--- src/rtl/aer_event_receiver_if.sv ---
// Event stream interface of the AER event receiver.
// master = receiver side (drives valid/data), slave = readout/packetizer side.
interface aer_event_receiver_if #(
    parameter int DW = 5
);
    logic          evt_valid_o;
    logic [DW-1:0] evt_data_o;
    logic          evt_ready_i;

    modport master (
        output evt_valid_o,
        output evt_data_o,
        input  evt_ready_i
    );

    modport slave (
        input  evt_valid_o,
        input  evt_data_o,
        output evt_ready_i
    );
endinterface

--- src/rtl/aer_event_receiver.sv ---
// AER event receiver: turns pixel-arbiter grants into event words and group
// releases into marker words, buffered in a first-word-fall-through FIFO and
// drained over a valid/ready stream.
// Optional feature macro: EVT_TIMESTAMP_EN adds a TS_W-bit timestamp field
// to every word. Without it no counter is built and words are {type, x, y}.
module aer_event_receiver #(
    parameter int X_W   = 2,
    parameter int Y_W   = 2,
    parameter int TS_W  = 16,
    parameter int DEPTH = 8
) (
    input  logic                       clk_i,
    input  logic                       reset_ni,
    input  logic                       enable_i,
    input  logic                       active_i,
    input  logic [X_W-1:0]             x_add_i,
    input  logic [Y_W-1:0]             y_add_i,
    input  logic                       grp_release_i,
    input  logic                       clear_i,
    aer_event_receiver_if.master       evt_if,
    output logic [$clog2(DEPTH):0]     fifo_level_o,
    output logic                       overflow_o,
    output logic [7:0]                 drop_count_o
);

`ifdef EVT_TIMESTAMP_EN
    localparam int TS_FW = TS_W;
`else
    // The timestamp field collapses to zero width when the counter is not built.
    localparam int TS_FW = TS_W * 0;
`endif
    localparam int AW = $clog2(DEPTH);
    localparam int AD = X_W + Y_W;
    localparam int DW = 1 + TS_FW + AD;

    // Input tracking state
    logic [AD-1:0]  r_last_addr;
    logic           r_active_q;
    logic           r_grp_q;
    logic           r_marker_pend;

    // FIFO state
    logic [DW-1:0]  r_mem [DEPTH];
    logic [AW:0]    r_wr_ptr;
    logic [AW:0]    r_rd_ptr;
    logic           r_overflow;
    logic [7:0]     r_drop_count;

    logic [AD-1:0]  w_addr;
    logic           w_ev;
    logic           w_mk;
    logic           w_marker_any;
    logic [DW-1:0]  w_evt_word;
    logic [DW-1:0]  w_mark_word;
    logic           w_push;
    logic [DW-1:0]  w_push_word;
    logic           w_pend_next;
    logic [AW:0]    w_level;
    logic           w_empty;
    logic           w_full;
    logic           w_pop;
    logic           w_wr_en;
    logic           w_drop;

    assign w_addr = {x_add_i, y_add_i};

    // A grant is new when the arbiter just became active or moved to another pixel.
    assign w_ev = enable_i & active_i & (~r_active_q | (w_addr != r_last_addr));
    assign w_mk = enable_i & grp_release_i & ~r_grp_q;
    assign w_marker_any = w_mk | r_marker_pend;

`ifdef EVT_TIMESTAMP_EN
    logic [TS_W-1:0] r_ts;

    // Free-running timestamp, frozen while capture is disabled; wraps naturally.
    always_ff @(posedge clk_i or negedge reset_ni) begin
        // NOTE: sequential state uses non-blocking assignments so every register samples pre-edge values.
        if (!reset_ni) begin
            r_ts <= '0;
        end else if (enable_i) begin
            r_ts <= r_ts + 1'b1;
        end
    end

    assign w_evt_word  = {1'b0, r_ts, w_addr};
    assign w_mark_word = {1'b1, r_ts, {AD{1'b0}}};
`else
    assign w_evt_word  = {1'b0, w_addr};
    assign w_mark_word = {1'b1, {AD{1'b0}}};
`endif

    // Push arbitration: an event always wins; a colliding marker waits one slot.
    always_comb begin
        // NOTE: defaults first so a path that assigns nothing cannot infer a latch.
        w_push      = 1'b0;
        w_push_word = '0;
        w_pend_next = r_marker_pend;
        if (w_ev) begin
            w_push      = 1'b1;
            w_push_word = w_evt_word;
            w_pend_next = w_marker_any;
        end else if (w_marker_any) begin
            w_push      = 1'b1;
            w_push_word = w_mark_word;
            w_pend_next = 1'b0;
        end
    end

    assign w_level = r_wr_ptr - r_rd_ptr;
    assign w_empty = (w_level == '0);
    assign w_full  = (w_level == (AW+1)'(DEPTH));
    assign w_pop   = ~w_empty & evt_if.evt_ready_i;
    // When full, a simultaneous pop frees the slot the push needs.
    assign w_wr_en = w_push & (~w_full | w_pop);
    assign w_drop  = w_push & w_full & ~w_pop;

    // Edge detectors and address history; cleared while disabled so re-enable re-arms.
    always_ff @(posedge clk_i or negedge reset_ni) begin
        if (!reset_ni) begin
            r_last_addr   <= '0;
            r_active_q    <= 1'b0;
            r_grp_q       <= 1'b0;
            r_marker_pend <= 1'b0;
        end else begin
            r_marker_pend <= w_pend_next;
            if (enable_i) begin
                r_last_addr <= w_addr;
                r_active_q  <= active_i;
                r_grp_q     <= grp_release_i;
            end else begin
                r_active_q  <= 1'b0;
                r_grp_q     <= 1'b0;
            end
        end
    end

    // FIFO pointers; extra MSB distinguishes full from empty.
    always_ff @(posedge clk_i or negedge reset_ni) begin
        if (!reset_ni) begin
            r_wr_ptr <= '0;
            r_rd_ptr <= '0;
        end else begin
            if (w_wr_en) r_wr_ptr <= r_wr_ptr + 1'b1;
            if (w_pop)   r_rd_ptr <= r_rd_ptr + 1'b1;
        end
    end

    // FIFO storage write.
    always_ff @(posedge clk_i) begin
        // NOTE: storage is deliberately not reset; pointers define validity and the output is masked when empty.
        if (w_wr_en) r_mem[r_wr_ptr[AW-1:0]] <= w_push_word;
    end

    // Sticky overflow and saturating drop counter; a same-cycle drop beats clear.
    always_ff @(posedge clk_i or negedge reset_ni) begin
        if (!reset_ni) begin
            r_overflow   <= 1'b0;
            r_drop_count <= '0;
        end else if (w_drop) begin
            r_overflow <= 1'b1;
            if (clear_i) begin
                r_drop_count <= 8'd1;
            end else if (r_drop_count != 8'hFF) begin
                r_drop_count <= r_drop_count + 8'd1;
            end
        end else if (clear_i) begin
            r_overflow   <= 1'b0;
            r_drop_count <= '0;
        end
    end

    assign evt_if.evt_valid_o = ~w_empty;
    assign evt_if.evt_data_o  = w_empty ? '0 : r_mem[r_rd_ptr[AW-1:0]];
    assign fifo_level_o       = w_level;
    assign overflow_o         = r_overflow;
    assign drop_count_o       = r_drop_count;

endmodule
--- src/flat_wrapper.sv ---
// flat-port wrapper written by rule: the top's interface ports become plain ports
module aer_event_receiver_flat 
#(
    parameter int X_W   = 2,
    parameter int Y_W   = 2,
    parameter int TS_W  = 16,
    parameter int DEPTH = 8
)
  (clk_i, reset_ni, enable_i, active_i, x_add_i, y_add_i, grp_release_i, clear_i, fifo_level_o, overflow_o, drop_count_o, evt_if_evt_valid_o, evt_if_evt_data_o, evt_if_evt_ready_i);
  aer_event_receiver_if evt_if_i ();
  input  logic clk_i;
  input  logic reset_ni;
  input  logic enable_i;
  input  logic active_i;
  input  logic [X_W-1:0] x_add_i;
  input  logic [Y_W-1:0] y_add_i;
  input  logic grp_release_i;
  input  logic clear_i;
  output logic [$clog2(DEPTH):0] fifo_level_o;
  output logic overflow_o;
  output logic [7:0] drop_count_o;
  output wire logic [$bits(evt_if_i.evt_valid_o)-1:0] evt_if_evt_valid_o;
  output wire logic [$bits(evt_if_i.evt_data_o)-1:0] evt_if_evt_data_o;
  input wire logic [$bits(evt_if_i.evt_ready_i)-1:0] evt_if_evt_ready_i;
  assign evt_if_evt_valid_o = evt_if_i.evt_valid_o;
  assign evt_if_evt_data_o = evt_if_i.evt_data_o;
  assign evt_if_i.evt_ready_i = evt_if_evt_ready_i;
  aer_event_receiver #(.X_W(X_W), .Y_W(Y_W), .TS_W(TS_W), .DEPTH(DEPTH)) u_core (.clk_i(clk_i), .reset_ni(reset_ni), .enable_i(enable_i), .active_i(active_i), .x_add_i(x_add_i), .y_add_i(y_add_i), .grp_release_i(grp_release_i), .clear_i(clear_i), .evt_if(evt_if_i), .fifo_level_o(fifo_level_o), .overflow_o(overflow_o), .drop_count_o(drop_count_o));
endmodule
--- config.mk ---
export PLATFORM = sky130hd
export DESIGN_NAME = aer_event_receiver_flat
export DESIGN_NICKNAME = d
export VERILOG_FILES = /design/src/rtl/aer_event_receiver_if.sv /design/src/rtl/aer_event_receiver.sv /design/src/flat_wrapper.sv
export SDC_FILE = /design/constraint.sdc
export NUM_CORES = 1
export LEC_CHECK = 0
export BUFFER_PORTS_ARGS = -buffer_cell sky130_fd_sc_hd__buf_2
export CAP_MARGIN = 5
export CELL_PAD_IN_SITES_DETAIL_PLACEMENT = 0
export CELL_PAD_IN_SITES_GLOBAL_PLACEMENT = 1
export CORE_UTILIZATION = 43
export CTS_CLUSTER_DIAMETER = 60
export DETAILED_ROUTE_END_ITERATION = 8
export PLACE_DENSITY = 0.79
export SLEW_MARGIN = 20
export SYNTH_ARGS = -nofsm -noshare
export SYNTH_HDL_FRONTEND = slang
export SYNTH_SLANG_ARGS = --single-unit
--- constraint.sdc ---
create_clock -name clk_i -period 2.84 [get_ports clk_i]
set_input_delay 0.284 -clock clk_i [delete_from_list [all_inputs] [get_ports clk_i]]
set_output_delay 0.284 -clock clk_i [all_outputs]
set_load 0.05 [all_outputs]
==> run summary <==
The flow ran to the end, and the final reports show no timing, DRC or antenna violations. The critical path is of the reg2out type. For this configuration, the core starts out at a cell density of 44.28%.

After the first detailed-routing iteration, the DRC count stood at 79. The arrival time of the worst setup path came out at 2480 ps. During placement, the flow inserted port buffers numbering 29.

After synthesis, the mean cell area works out to 13.72 um2. The HPWL after detailed placement is 4071 um. Counting every net in the synthesized netlist gives 236. For the worst-skew pair, the clock arrives at the later sink with an insertion delay of 340 ps. The smallest clock period supported by the final layout is computed as 2762 ps. The initial antenna violation count came out at 0. After synthesis, the share of flip-flops with an asynchronous set or reset is 37.50%. Number of enable flip-flop cells after synthesis: 40. The clock arrives with 10.26 ps of skew.

The tools report the net count of the finished layout as 288. The floorplan step defined a die boundary enclosing 7295 um2. Global routing finished with a remaining overflow of 0. Among all flip-flop cells after synthesis, the most frequent one is edfxtp_1.

Dividing the detail-routed via count by the number of cells gives 5.254. In the final routed layout, each cell accounts on average for 15.86 um. The path class of the tightest hold or removal check is in2reg. TritonCTS built the clock tree.

The first-pass iteration count of the detailed router came out at 4. The worst setup slack after placement was 146.6 ps. At the pin with the least slew margin, the transition time is 758.0 ps. Row generation in the floorplan step produced 30 rows. The tools report the type of element capturing the critical path as an output pin.

Total wirelength of the detailed-routed design: 5630 um. In the final timing run, aggregate negative setup slack is 0 ps. The region available for standard cell placement spans 6756 um2.

The register bit total from synthesis came out at 64. Headroom to the max-slew limit came out at 49.08%. For the count of synthesis-stage warnings from yosys, the log shows 0. The cell count after synthesis came out at 218. Data on the critical path is required at its endpoint by 2560 ps. The floorplan step set the die width to 85.41 um. In the layout the commonest cells are 40 x edfxtp_1, 24 x buf_2, 23 x dfrtp_1, 16 x buf_4, 15 x nand2_1. The tool flagged a number of max-cap violations equal to 0.

The number of levels in the clock H-tree was 3; the setup violation total in the final timing report was 0. The tools report the total I/O pin count as 30. The tools report the share of synthesized area occupied by flip-flops and latches as 60.23%.

For the pin count of the biggest net entering global routing, the log shows 25. The die outline height is 85.41 um. In this run the worst path has a maximum fanout of 6.

The tree is rooted in a clkbuf_8. The clock passes through at most 2 buffers. Hold is met by 182.7 ps.

Timing would allow up to 362.0 MHz. In the routed design, unresolved DRC markers number 0. The final critical-path share of the clock period came out at 97.27%. The leading cell type in the layout, fill and taps excluded is edfxtp_1. The clock transition time at the flip-flop clock pins of the worst setup and hold paths was 70 ps.

The tools report the final weighted congestion in routability-driven placement as 0.7315. The wire length of the first global-routing pass was 9715 um; the area growth from synthesis to layout was 23.59%. The run gives 44 as the post-synthesis cell type count. The synthesized area came out at 2992 um2.

Buffers inserted during clock tree synthesis total 9. The total global-route track usage was 18.01%. In the post-route analysis, the smallest setup slack over all paths is 77.52 ps. The hold violation count in the final report is 0, and the number of antenna-violating nets in the routed design is 0. In the final layout, the share of cells above drive strength 1 is 36.73%. The tools report the count of inserted antenna diode cells as 0.

The tools report the nature of the critical path startpoint as a flop. The run gives 0 as the count of pins over their slew limit. The logs give 1865 for the via total after detailed routing and 1941 for the via count of the first global-routing pass. The number of clock sinks came out at 64.
==> cell families after synthesis <==
group	share of synthesized area, %
simple gates	13.84
flops	60.23
buf+inv	2.342
compound gates	5.689
mux	10.92
xor+xnor	3.806
fa+ha+maj	3.179
==> flip-flops by register name, summed over array words and instances, names as in the netlist <==
name and flops:
u_core.drop_count_o 8, u_core.r_rd_ptr 4, u_core.r_last_addr 4, u_core.r_mem 40
u_core.r_grp_q 1, u_core.r_wr_ptr 4, u_core.r_active_q 1, u_core.r_marker_pend 1
u_core.overflow_o 1
==> path summary, 6_finish.rpt <==
| check | from | to | slack, ps | cells after the start |
|---|---|---|---|---|
| setup / recovery | u_core.r_wr_ptr[0]$_DFFE_PN0P_ | evt_if_evt_data_o[1] | 80 | 10 |
| hold / removal | grp_release_i | u_core.r_grp_q$_DFF_PN0_ | 180 | 2 |
| setup reg to reg | u_core.r_wr_ptr[0]$_DFFE_PN0P_ | u_core.drop_count_o[5]$_DFFE_PN0P_ | 140 | 11 |
| hold reg to reg | u_core.r_last_addr[1]$_DFFE_PN0P_ | u_core.r_last_addr[1]$_DFFE_PN0P_ | 530 | 1 |
| max in group asynchronous | reset_ni | u_core.r_wr_ptr[0]$_DFFE_PN0P_ | 1980 | 2 |
| min in group asynchronous | reset_ni | u_core.r_rd_ptr[3]$_DFFE_PN0P_ | 460 | 2 |
==> through the flow <==
step / std cells / utilization, % / area [um2]
2_1_floorplan: 218 / - / 3087
3_3_place_gp: 337 / 50.65 / 3422
4_1_cts: 354 / 54.44 / 3679
5_1_grt: 355 / 54.72 / 3697
6_report: 355 / 54.72 / 3697
3_5_place_dp: 337 / 50.65 / 3422
==> cells in the mapped netlist (2+ instances only) <==
cell type / number / share of area [%]
clkbuf_1: 3 / 0.38
and3_1: 3 / 0.63
mux4_2: 10 / 7.5
a21oi_2: 2 / 0.59
a21oi_1: 11 / 1.8
o21ai_0: 2 / 0.33
and2_1: 8 / 1.7
nor2b_1: 4 / 0.84
buf_2: 2 / 0.33
nand3_1: 8 / 1.3
or4b_1: 2 / 0.67
nor3_1: 4 / 0.67
dfrtp_1: 24 / 20
nor4_1: 2 / 0.42
xor2_1: 6 / 1.8
o31ai_1: 2 / 0.50
and4_1: 2 / 0.59
nand3b_1: 2 / 0.50
nand2_1: 16 / 2.0
xnor2_1: 7 / 2.0
inv_1: 11 / 1.4
nor2_1: 9 / 1.1
nand4_1: 3 / 0.63
mux2_2: 9 / 3.4
or3_1: 2 / 0.42
edfxtp_1: 40 / 40
o2111ai_1: 2 / 0.59
ha_1: 6 / 2.5
==> worst max-delay path: stages (launching register included) <==
cell     delay [ps]
dfrtp_2         410
inv_2            70
ha_4            120
inv_2            30
fa_2            380
xor2_4          200
or3_4           380
a21oi_4         170
buf_6           170
a21oi_2          40
buf_6           150
==> cell type report <==
| class | count | area [um2] |
|---|---|---|
| multi-input cells | 137 | 1220 |
| flip-flops and latches | 64 | 1803 |
| clock buffers | 10 | 127.6 |
| clock inverters | 6 | 83.83 |
| well taps | 80 | 100.1 |
| fillers | 574 | 3059 |
| repair buffers | 47 | 317.8 |
| inverters | 11 | 45.04 |
==> per-layer routing <==
metal	part of all wire, %	vias to the layer above	track usage [%]	wire length, um
met5	0	-	0	0
met3	3.4	6	5.058	193
met1	48	906	23.61	2684
met2	48	26	28.44	2676
met4	1.3	0	7.273	76
li1	-	927	-	-
==> what timing repair did <==
item / in CTS / in global routing
hold buffers: 1 / 0
pin swaps: 3 / 0
setup endpoints to repair: 6 / 9
endpoints found under the hold margin: 24 / 0
buffers inserted: 1 / 1
gates resized for setup: 11 / 2
Power is not shown: default switching activity piles up to over one toggle a cycle in this logic, so the estimate is an artifact.
